<file path="src/rtl/decode_core.sv">
// decode_core: 8x16 register file, immediate extender and signed comparator.
// Define REGFILE_BYPASS_EN to forward same-cycle write data to the read ports.
module decode_core (
  input  logic        clk,
  input  logic        reset,
  input  logic [2:0]  ra,
  input  logic [2:0]  rb,
  input  logic [2:0]  rw,
  input  logic        we,
  input  logic [15:0] bus_w,
  output logic [15:0] bus_a,
  output logic [15:0] bus_b,
  output logic [15:0] r7,
  input  logic [7:0]  imm_in,
  input  logic        ext_op,
  input  logic        ext_place,
  output logic [15:0] ext_out,
  input  logic [15:0] cmp_a,
  input  logic [15:0] cmp_b,
  output logic        gt,
  output logic        lt,
  output logic        eq
);

  logic [15:0] regs [8];
  logic        wr_en;
  logic        byp_a;
  logic        byp_b;
  logic        byp_7;

  // A write lands only when enabled, not aimed at R0, and not in reset
  assign wr_en = we && (rw != 3'd0) && !reset;

  // Register storage; R0 is held at zero and never written
  always_ff @(posedge clk) begin
    if (reset) begin
      for (int i = 0; i < 8; i++) begin
        regs[i] <= 16'h0000;
      end
    end else if (wr_en) begin
      regs[rw] <= bus_w;
    end
  end

`ifdef REGFILE_BYPASS_EN
  assign byp_a = wr_en && (ra == rw);
  assign byp_b = wr_en && (rb == rw);
  assign byp_7 = wr_en && (rw == 3'd7);
`else
  assign byp_a = 1'b0;
  assign byp_b = 1'b0;
  assign byp_7 = 1'b0;
`endif

  // Asynchronous read ports with R0 forced to zero and optional forwarding
  always_comb begin
    bus_a = 16'h0000;
    bus_b = 16'h0000;
    r7    = regs[7];
    if (ra != 3'd0) begin
      bus_a = byp_a ? bus_w : regs[ra];
    end
    if (rb != 3'd0) begin
      bus_b = byp_b ? bus_w : regs[rb];
    end
    if (byp_7) begin
      r7 = bus_w;
    end
  end

  // Immediate extender: high-byte placement ignores the sign/zero choice
  always_comb begin
    ext_out = 16'h0000;
    if (ext_place) begin
      ext_out = {imm_in, 8'h00};
    end else if (ext_op) begin
      ext_out = {{8{imm_in[7]}}, imm_in};
    end else begin
      ext_out = {8'h00, imm_in};
    end
  end

  // Signed comparator; the three flags are mutually exclusive by construction
  always_comb begin
    eq = (cmp_a == cmp_b);
    lt = ($signed(cmp_a) < $signed(cmp_b));
    gt = !eq && !lt;
  end

endmodule

</file>
<file path="config.mk">
export PLATFORM = sky130hd
export DESIGN_NAME = decode_core
export DESIGN_NICKNAME = d
export VERILOG_FILES = /design/src/rtl/decode_core.sv
export SDC_FILE = /design/constraint.sdc
export NUM_CORES = 1
export LEC_CHECK = 0
export ABC_AREA = 1
export CAP_MARGIN = 15
export CORE_AREA = 4 4 188 99
export CTS_BUF_LIST = sky130_fd_sc_hd__clkbuf_16
export CTS_CLUSTER_DIAMETER = 80
export DETAILED_ROUTE_END_ITERATION = 16
export DIE_AREA = 0 0 192 103
export HOLD_SLACK_MARGIN = 0.15
export PLACE_DENSITY = 0.8
export SYNTH_ARGS = -nofsm -noshare
export SYNTH_HDL_FRONTEND = slang
export SYNTH_SLANG_ARGS = --single-unit
</file>
<file path="constraint.sdc">
create_clock -name clk -period 5.15 [get_ports clk]
set_input_delay 0.515 -clock clk [delete_from_list [all_inputs] [get_ports clk]]
set_output_delay 0.515 -clock clk [all_outputs]
set_load 0.05 [all_outputs]
</file>
# --- Word-level counts from Yosys, hierarchy flattened ---
# Memory sizes are Yosys's and may differ from the RTL's.
# Index checks and enable logic that the tools add are counted.
# Widths: inputs -> output; s select.
totals:
  inputBits: 70
  register_bits: 0
  mem_bits_rw: 128
  wordCells: 25
  output_inout_bits: 67
  n_memories: 1
mem_list:
  columns: ["name", "words", "word_bits", "rd", "rd_ports_with_merged_regs", "wr", "line_no", "rtl"]
  rows:
  - ["regs", 8, 16, 3, 0, 8, "25", "logic [15:0] regs [8];"]
classes:
  muxes: 12
  n_reduce_logical: 10
  eq_ne: 1
  magnitude_cmp: 1
ops:
  columns: ["operator", "count"]
  rows:
  - ["$mux 16", 5]
  - ["$eq 16x16->1", 1]
  - ["$lt 16x16->1", 1]
  - ["$reduce_or 16->1", 1]
  - ["$reduce_bool 3->1", 3]
  - ["$mux 1", 6]
  - ["$logic_and 1x1->1", 3]
  - ["$logic_not 1->1", 3]
  - ["$mux 3", 1]

# --- Logic depth before layout (Yosys ltp) ---
# Gate-level depths: netlist of run 1.
logic_depth:
  word_depth: 8
  depth_mapped: 11
  ltp_nobuf: 11

# --- Worst setup path after synthesis of run 1 ---
# OpenSTA, ideal clock, no wires.
synth_path:
  path_type: "input to output"
  from: "input cmp_b[15]"
  to: "output gt"
  t_required_ps: 4635
  path_stages: 7
  n_path_buf: 0
  setup_slack_ps: 1816
  t_arrival_ps: 2819
  cell_sequence: "inv_1 -> ha_1 -> nand2_1 -> nor2_1 -> nand2_1 -> nor3_1 -> nor2_1"
synth_via:
  elab_chain_len: 3
  elab_cells_between_ends: 5
  cone_classes: "1 x order compare; 1 x eq/ne; 3 x reduce/logical"
synth_rtl:
  columns: ["item", "line_no", "rtl"]
  rows:
  - ["start: declaration", "19", "input logic [15:0] cmp_b,"]
  - ["$eq 16x16->1", "85", "eq = (cmp_a == cmp_b);"]
  - ["net eq", "22", "output logic eq"]
  - ["$logic_not 1->1", "87", "gt = !eq && !lt;"]
  - ["$logic_and 1x1->1", "87", null]
  - ["end: declaration", "20", "output logic gt,"]
# The timed path passes the listed nets, and every way through them passes these cells.

# --- Final worst setup path of run 1 ---
layout_path:
  from: "input ra[0]"
  to: "output bus_a[4]"
layout_via:
  elab_chain_len: 2
  elab_cells_between_ends: 3
  cone_classes: "1 x mux; 1 x reduce/logical; 1 x memory"
layout_rtl:
  columns: ["item", "line_no", "rtl"]
  rows:
  - ["start: declaration", "6", "input logic [2:0] ra,"]
  - ["$mem_v2 8x16 or $reduce_bool 3->1 (tied branches)", null, null]
  - ["$mux 16 *", "60", "if (ra != 3'd0) begin"]
  - ["end: declaration", "11", "output logic [15:0] bus_a,"]
# Every way passes the cells marked *; elsewhere a longest branch is shown, timed or not.

==> impl_metrics.ini, run 1 <==
[status]
status = completed

[synth]
avgSynthCellArea_um2 = 8.26
synthesis.instances = 905
yosysUniqueCellTypes = 26
synth_area_leaders = edfxtp_1 (51%), o21ai_0 (15%), nor2_1 (11%)
ys_seq_area_share_pct = 51.4
yosysTopAreaCellShare_pct = 51.4
netlist_area_um2 = 7480
yosys_warnings = 0
yosysTopAreaCell = edfxtp_1
ys_ff_latch = 128

[global_route]
grt_max_degree = 65
grt_antenna_before_repair = 0
track_usage_pct = 23.2
grt_pass1_wl_um = 34900
grt_pass1_vias = 6430
gr-total-overflow = 0

[floorplan]
pin_count = 137
die-area_um2 = 19800
die_h_um = 103
core_area_um2 = 17000
die_x_um = 192
rows = 34
start_util_pct = 44.1

[routing]
avgRoutedWirePerCell_um = 18.3
ant_nets = 0
viasPerCell = 5.55
dr.pass1.iters = 9
vias = 7091
drc_errors = 0
drt_iter0_markers = 1004
wl_um = 23400

[clock_tree]
cts_tree = built
root_buffer = clkbuf_16
htreeDepth = 4
clockBufferDepth = 2
cts_resized = 0
cts_buffers = 17
cts_num_sinks = 128
clk_pin_slew_worst_paths_ps = 60
postCtsHoldBufs = 0
cts_setup_buffers = 0

[flow_run]
cap_violations = 0

[power_and_ir_drop]
switching_power_uw = 944
p_total_uw = 3130
peakVddDrop_mv = 0.247
seq_power_share_pct = 40.1
p_leak_uw = 0.00390
power_density_nw_per_um2 = 327
switching_share_pct = 30.2
intPower_uw = 2180
power.clock.fraction_pct = 39.2
p_comb_share_pct = 20.8

[finish]
synthToLayoutAreaGrowth_pct = 27.7
fillCellCount = 1490
nets = 1116
drive_above_1_share_pct = 5.85
ff_latch_area_um2 = 3840
multiInputGateArea_um2 = 2990
largest_reg_flops = 128
largest-register = regs
top_regs = regs: 128 flops
antenna_cells = 0

[hold_path]
min_path_type = in -> reg

[critical_path]
cp.arrival_ps = 3370
cp-endpoint = bus_a[4]
critical_path_class = in -> out
startpoint = ra[0]
start_kind = primary input
cp.required_ps = 4640
cp_max_fo = 59
worst_setup_path_end_kind = output pin

[timing]
relSlewSlack_pct = 38.4
rsz0062_at_grt = no
timing.final.crit_period_ps = 3880
finalHoldViolCount = 0
tightest_slew_ps = 922
setup_tns_ps = 0
holdWs_ps = 898
slew_violations = 0
finalCritPeriodShare_pct = 75.3
fin_ws_ps = 1270
fmax_mhz = 258
setup_viol = 0

[placement]
dp.final_hpwl_um = 15700
io_buffers = 136
gp_routability_congestion = 0.874
place_ws_ps = 1370
## power groups by stage
stage | clock, uW | combinational (uW) | sequential [uW]
6_report | 1220 | 649 | 1250
5_1_grt | 1280 | 694 | 1260
4_1_cts | 1220 | 642 | 1250
3_5_place_dp | 0 | 638 | 1270
3_3_place_gp | 0 | 628 | 1270
2_1_floorplan | 0 | 376 | 1290
## kinds of logic (layout without fill, tap and decap cells)
kind of cell	Yosys count	in the layout	share of synthesized area [%]
AO/OA/AOI/OAI	303	303	20.3
adder cells (fa/ha/maj)	16	16	2.68
buffers and inverters	160	283	9.35
flip-flops	128	128	51.4
other	1	16	0.0501
AND/OR/NAND/NOR	297	297	16.2
## synth_stat cells
master,instances
o21bai_1,1
nor2_4,2
buf_4,1
clkbuf_8,1
o21ai_1,7
a21oi_1,69
clkbuf_1,26
o21ai_0,226
nand4_1,1
nand3_4,1
inv_2,3
nand2_1,61
conb_1,1
buf_1,1
nand3_1,5
inv_1,100
nor3_1,1
ha_1,16
buf_2,20
nor2_2,1
nand2_4,4
edfxtp_1,128
buf_6,8
nor2_8,1
nor2_1,216
nand2_2,4
## per-layer routing
metal  global-route usage, %  up-vias  part of all wire, %
li1                        -     3275                    -
met1                    32.1     3276                   40
met2                    36.3      498                   44
met3                    7.17       42                   14
met4                    5.09        0                  1.1
met5                       0        -                    0
## how the worst min path moves through the flow
| stage | endpoint | slack (ps) | start | depth (start not counted) |
|---|---|---|---|---|
| finish | regs[3][13]$_SDFFCE_PN0P_ | 900 | bus_w[13] | 3 |
| global route | regs[0][4]$_SDFFCE_PN0P_ | 930 | reset | 2 |
| CTS | regs[3][13]$_SDFFCE_PN0P_ | 900 | bus_w[13] | 3 |
| detailed placement | regs[3][4]$_SDFFCE_PN0P_ | 1330 | bus_w[4] | 3 |
| global placement | regs[4][4]$_SDFFCE_PN0P_ | 1320 | bus_w[4] | 3 |
| floorplan | regs[6][10]$_SDFFCE_PN0P_ | 790 | bus_w[10] | 2 |
## critical path, stage by stage
cell and delay [ps]:
buf_2 510, buf_4 580, o21ai_0 410, buf_4 310
o21ai_0 190, clkdlybuf4s50_1 840
## per-stage QoR
stage / util [%] / instances / instance area [um2]
after global placement: 52.7 / 1245 / 8950
after detailed placement: 52.7 / 1245 / 8950
after floorplan: - / 920 / 7530
after global routing: 56.2 / 1277 / 9550
after CTS: 56.2 / 1277 / 9550
final: 56.2 / 1277 / 9550
## layout make-up
type,instances,share of cell area (%)
clock inverters,15,1.78
flip-flops and latches,128,40.3
multi-input cells,632,31.3
well taps,234,3.07
clock buffers,17,4.46
repair buffers,148,15.0
inverters,103,4.05
## placed cells by master, fill, tap and decap left out, drive strengths merged
| cell | netlist | routed |
|---|---|---|
| nand4 | 1 | 1 |
| conb | 1 | 16 |
| nand3 | 6 | 6 |
| clkinv | 0 | 8 |
| clkbuf | 27 | 17 |
| buf | 30 | 15 |
| o21bai | 1 | 1 |
| nor2 | 220 | 220 |
| ha | 16 | 16 |
| clkinvlp | 0 | 3 |
| edfxtp | 128 | 128 |
| a21oi | 69 | 69 |
| o21ai | 233 | 233 |
| bufinv | 0 | 3 |
| nor3 | 1 | 1 |
| nand2 | 69 | 69 |
| inv | 103 | 104 |
| clkdlybuf4s50 | 0 | 133 |
Note: power is estimated with default switching activity, not from simulation.
==> run 2: changes to the inputs <==
==> constraint.sdc (replaced) <==
create_clock -name clk -period 3.75 [get_ports clk]
set_input_delay 0.375 -clock clk [delete_from_list [all_inputs] [get_ports clk]]
set_output_delay 0.375 -clock clk [all_outputs]
set_load 0.05 [all_outputs]
==> run 2 against run 1 <==
- via count is 0.71% lower
- largest cell class unchanged
- critical path type unchanged
- die area stayed put
- sequential power grew 38%
- first-iteration DRC count is 17% lower
- setup slack got worse by 720 ps
- global-route usage down 0.14 points
- worst hold slack got worse by 150 ps
- cell area is 1.0% higher
- sequential cell count unchanged
- power up 34%
- utilization increased by 0.57 points
- clock power rose by 25%
==> impl_metrics.ini, run 2 (synthesized netlist as in run 1, its figures left out) <==
[clock_tree]
clockBufferDepth = 2
postCtsHoldBufs = 0
cts_setup_buffers = 0
cts_num_sinks = 128
cts_tree = built
htreeDepth = 4
clk_pin_slew_worst_paths_ps = 60
cts_resized = 0
root_buffer = clkbuf_16
cts_buffers = 17

[finish]
finalInstanceArea_um2 = 9640
layout_commonest_cell = o21ai_0
antenna_cells = 0
top_regs = regs: 128 flops
largest_reg_flops = 128
drive_above_1_share_pct = 8.52
nets = 1118
largest-register = regs
most-common-layout-cells = o21ai_0 (226), nor2_1 (216), edfxtp_1 (128)
synthToLayoutAreaGrowth_pct = 29.0

[timing]
rsz0062_at_grt = no
finalCritPeriodShare_pct = 85.2
timing.final.crit_period_ps = 3200
holdWs_ps = 752
relSlewSlack_pct = 35.4
finalHoldViolCount = 0
setup_tns_ps = 0
setup_viol = 0
slew_violations = 0
fmax_mhz = 313
fin_ws_ps = 554
tightest_slew_ps = 967

[hold_path]
hold_depth = 3
hold_end = regs[5][4]$_SDFFCE_PN0P_
hold_path_startpoint = bus_w[4]
min_path_type = in -> reg

[global_route]
grt_antenna_before_repair = 0
track_usage_pct = 23.1
grt_pass1_wl_um = 34700
grt_pass1_vias = 6628
gr-total-overflow = 0
grt_max_degree = 65

[placement]
dp.final_hpwl_um = 15500
place_ws_ps = 572
io_buffers = 136
place_area_um2 = 9120
gp_routability_congestion = 0.858

[critical_path]
slowest_delay_ps = 810
cp.required_ps = 3380
slowest_stage = clkdlybuf4s50_1
cpMostUsedCell = nand2_1
worst_setup_path_end_kind = output pin
cp_max_fo = 2
crit_chain = clkdlybuf4s50_1 > inv_1 > ha_1 > nand2_1 > nor2_1 > nand2_1 > nor2_1 > nand2_1 > nand4_1 > nand2_1 > nor2_1 > clkdlybuf4s50_1
start_kind = primary input
critical_path_class = in -> out
cp.arrival_ps = 2820

[floorplan]
pin_count = 137
start_util_pct = 44.1
die-area_um2 = 19800
rows = 34
die_h_um = 103
core_area_um2 = 17000
die_x_um = 192

[routing]
drc_errors = 0
wl_um = 23000
vias = 7041
drt_iter0_markers = 837
viasPerCell = 5.51
ant_nets = 0
avgRoutedWirePerCell_um = 18.0
dr.pass1.iters = 6

[power_and_ir_drop]
p_leak_uw = 0.00398
power_density_nw_per_um2 = 434
peakVddDrop_mv = 0.334
p_total_uw = 4180

[status]
status = completed

[flow_run]
cap_violations = 0
run 2: cell types whose count changed in the layout (fill, tap and decap cells not counted), sizes merged:
cell / before / now
bufinv: 3 / 1
inv: 104 / 102
buf: 15 / 47
clkinvlp: 3 / 4
clkdlybuf4s50: 133 / 103
clkinv: 8 / 11
run 2: power breakdown:
group	internal [uW]	switching, uW
Sequential	1670	46.3
Combinational	329	618
Clock	889	627
run 2: layout make-up:
| class | count | area [um2] |
|---|---|---|
| clock buffer | 17 | 425 |
| clock inverter | 15 | 103 |
| fill | 1487 | 7330 |
| inverter | 103 | 387 |
| multi-input combinational | 632 | 2990 |
| sequential | 128 | 3840 |
| tap | 234 | 293 |
| timing repair buffer | 150 | 1600 |
run 2: stage by stage:
stage / utilization, % / cells
2_1_floorplan: - / 920
3_3_place_gp: 53.7 / 1247
3_5_place_dp: 53.7 / 1247
4_1_cts: 56.8 / 1279
5_1_grt: 56.8 / 1279
6_report: 56.8 / 1279
run 2: per-layer routing:
metal / up-vias / GRT usage [%] / routed length, um
met5: - / 0 / 0
li1: 3272 / - / -
met3: 48 / 7.07 / 3050
met1: 3244 / 31.0 / 9260
met2: 477 / 36.2 / 10300
met4: 0 / 7.50 / 390
run 2: worst max-delay path: cells and delay by family:
| family | cells | cell delay (ps) |
|---|---|---|
| fa+ha+maj | 1 | 280 |
| buf+inv | 3 | 1310 |
| simple gates | 8 | 850 |
run 2: worst max-delay path by stage:
stage / from / end / slack, ps / cells after the start
after CTS: cmp_b[11] / gt / 560 / 12
after global placement: cmp_b[15] / gt / 690 / 12
after floorplan: cmp_b[15] / gt / 700 / 7
after global routing: cmp_b[11] / gt / 370 / 12
final: cmp_b[11] / gt / 550 / 12
after detailed placement: cmp_b[11] / gt / 570 / 12
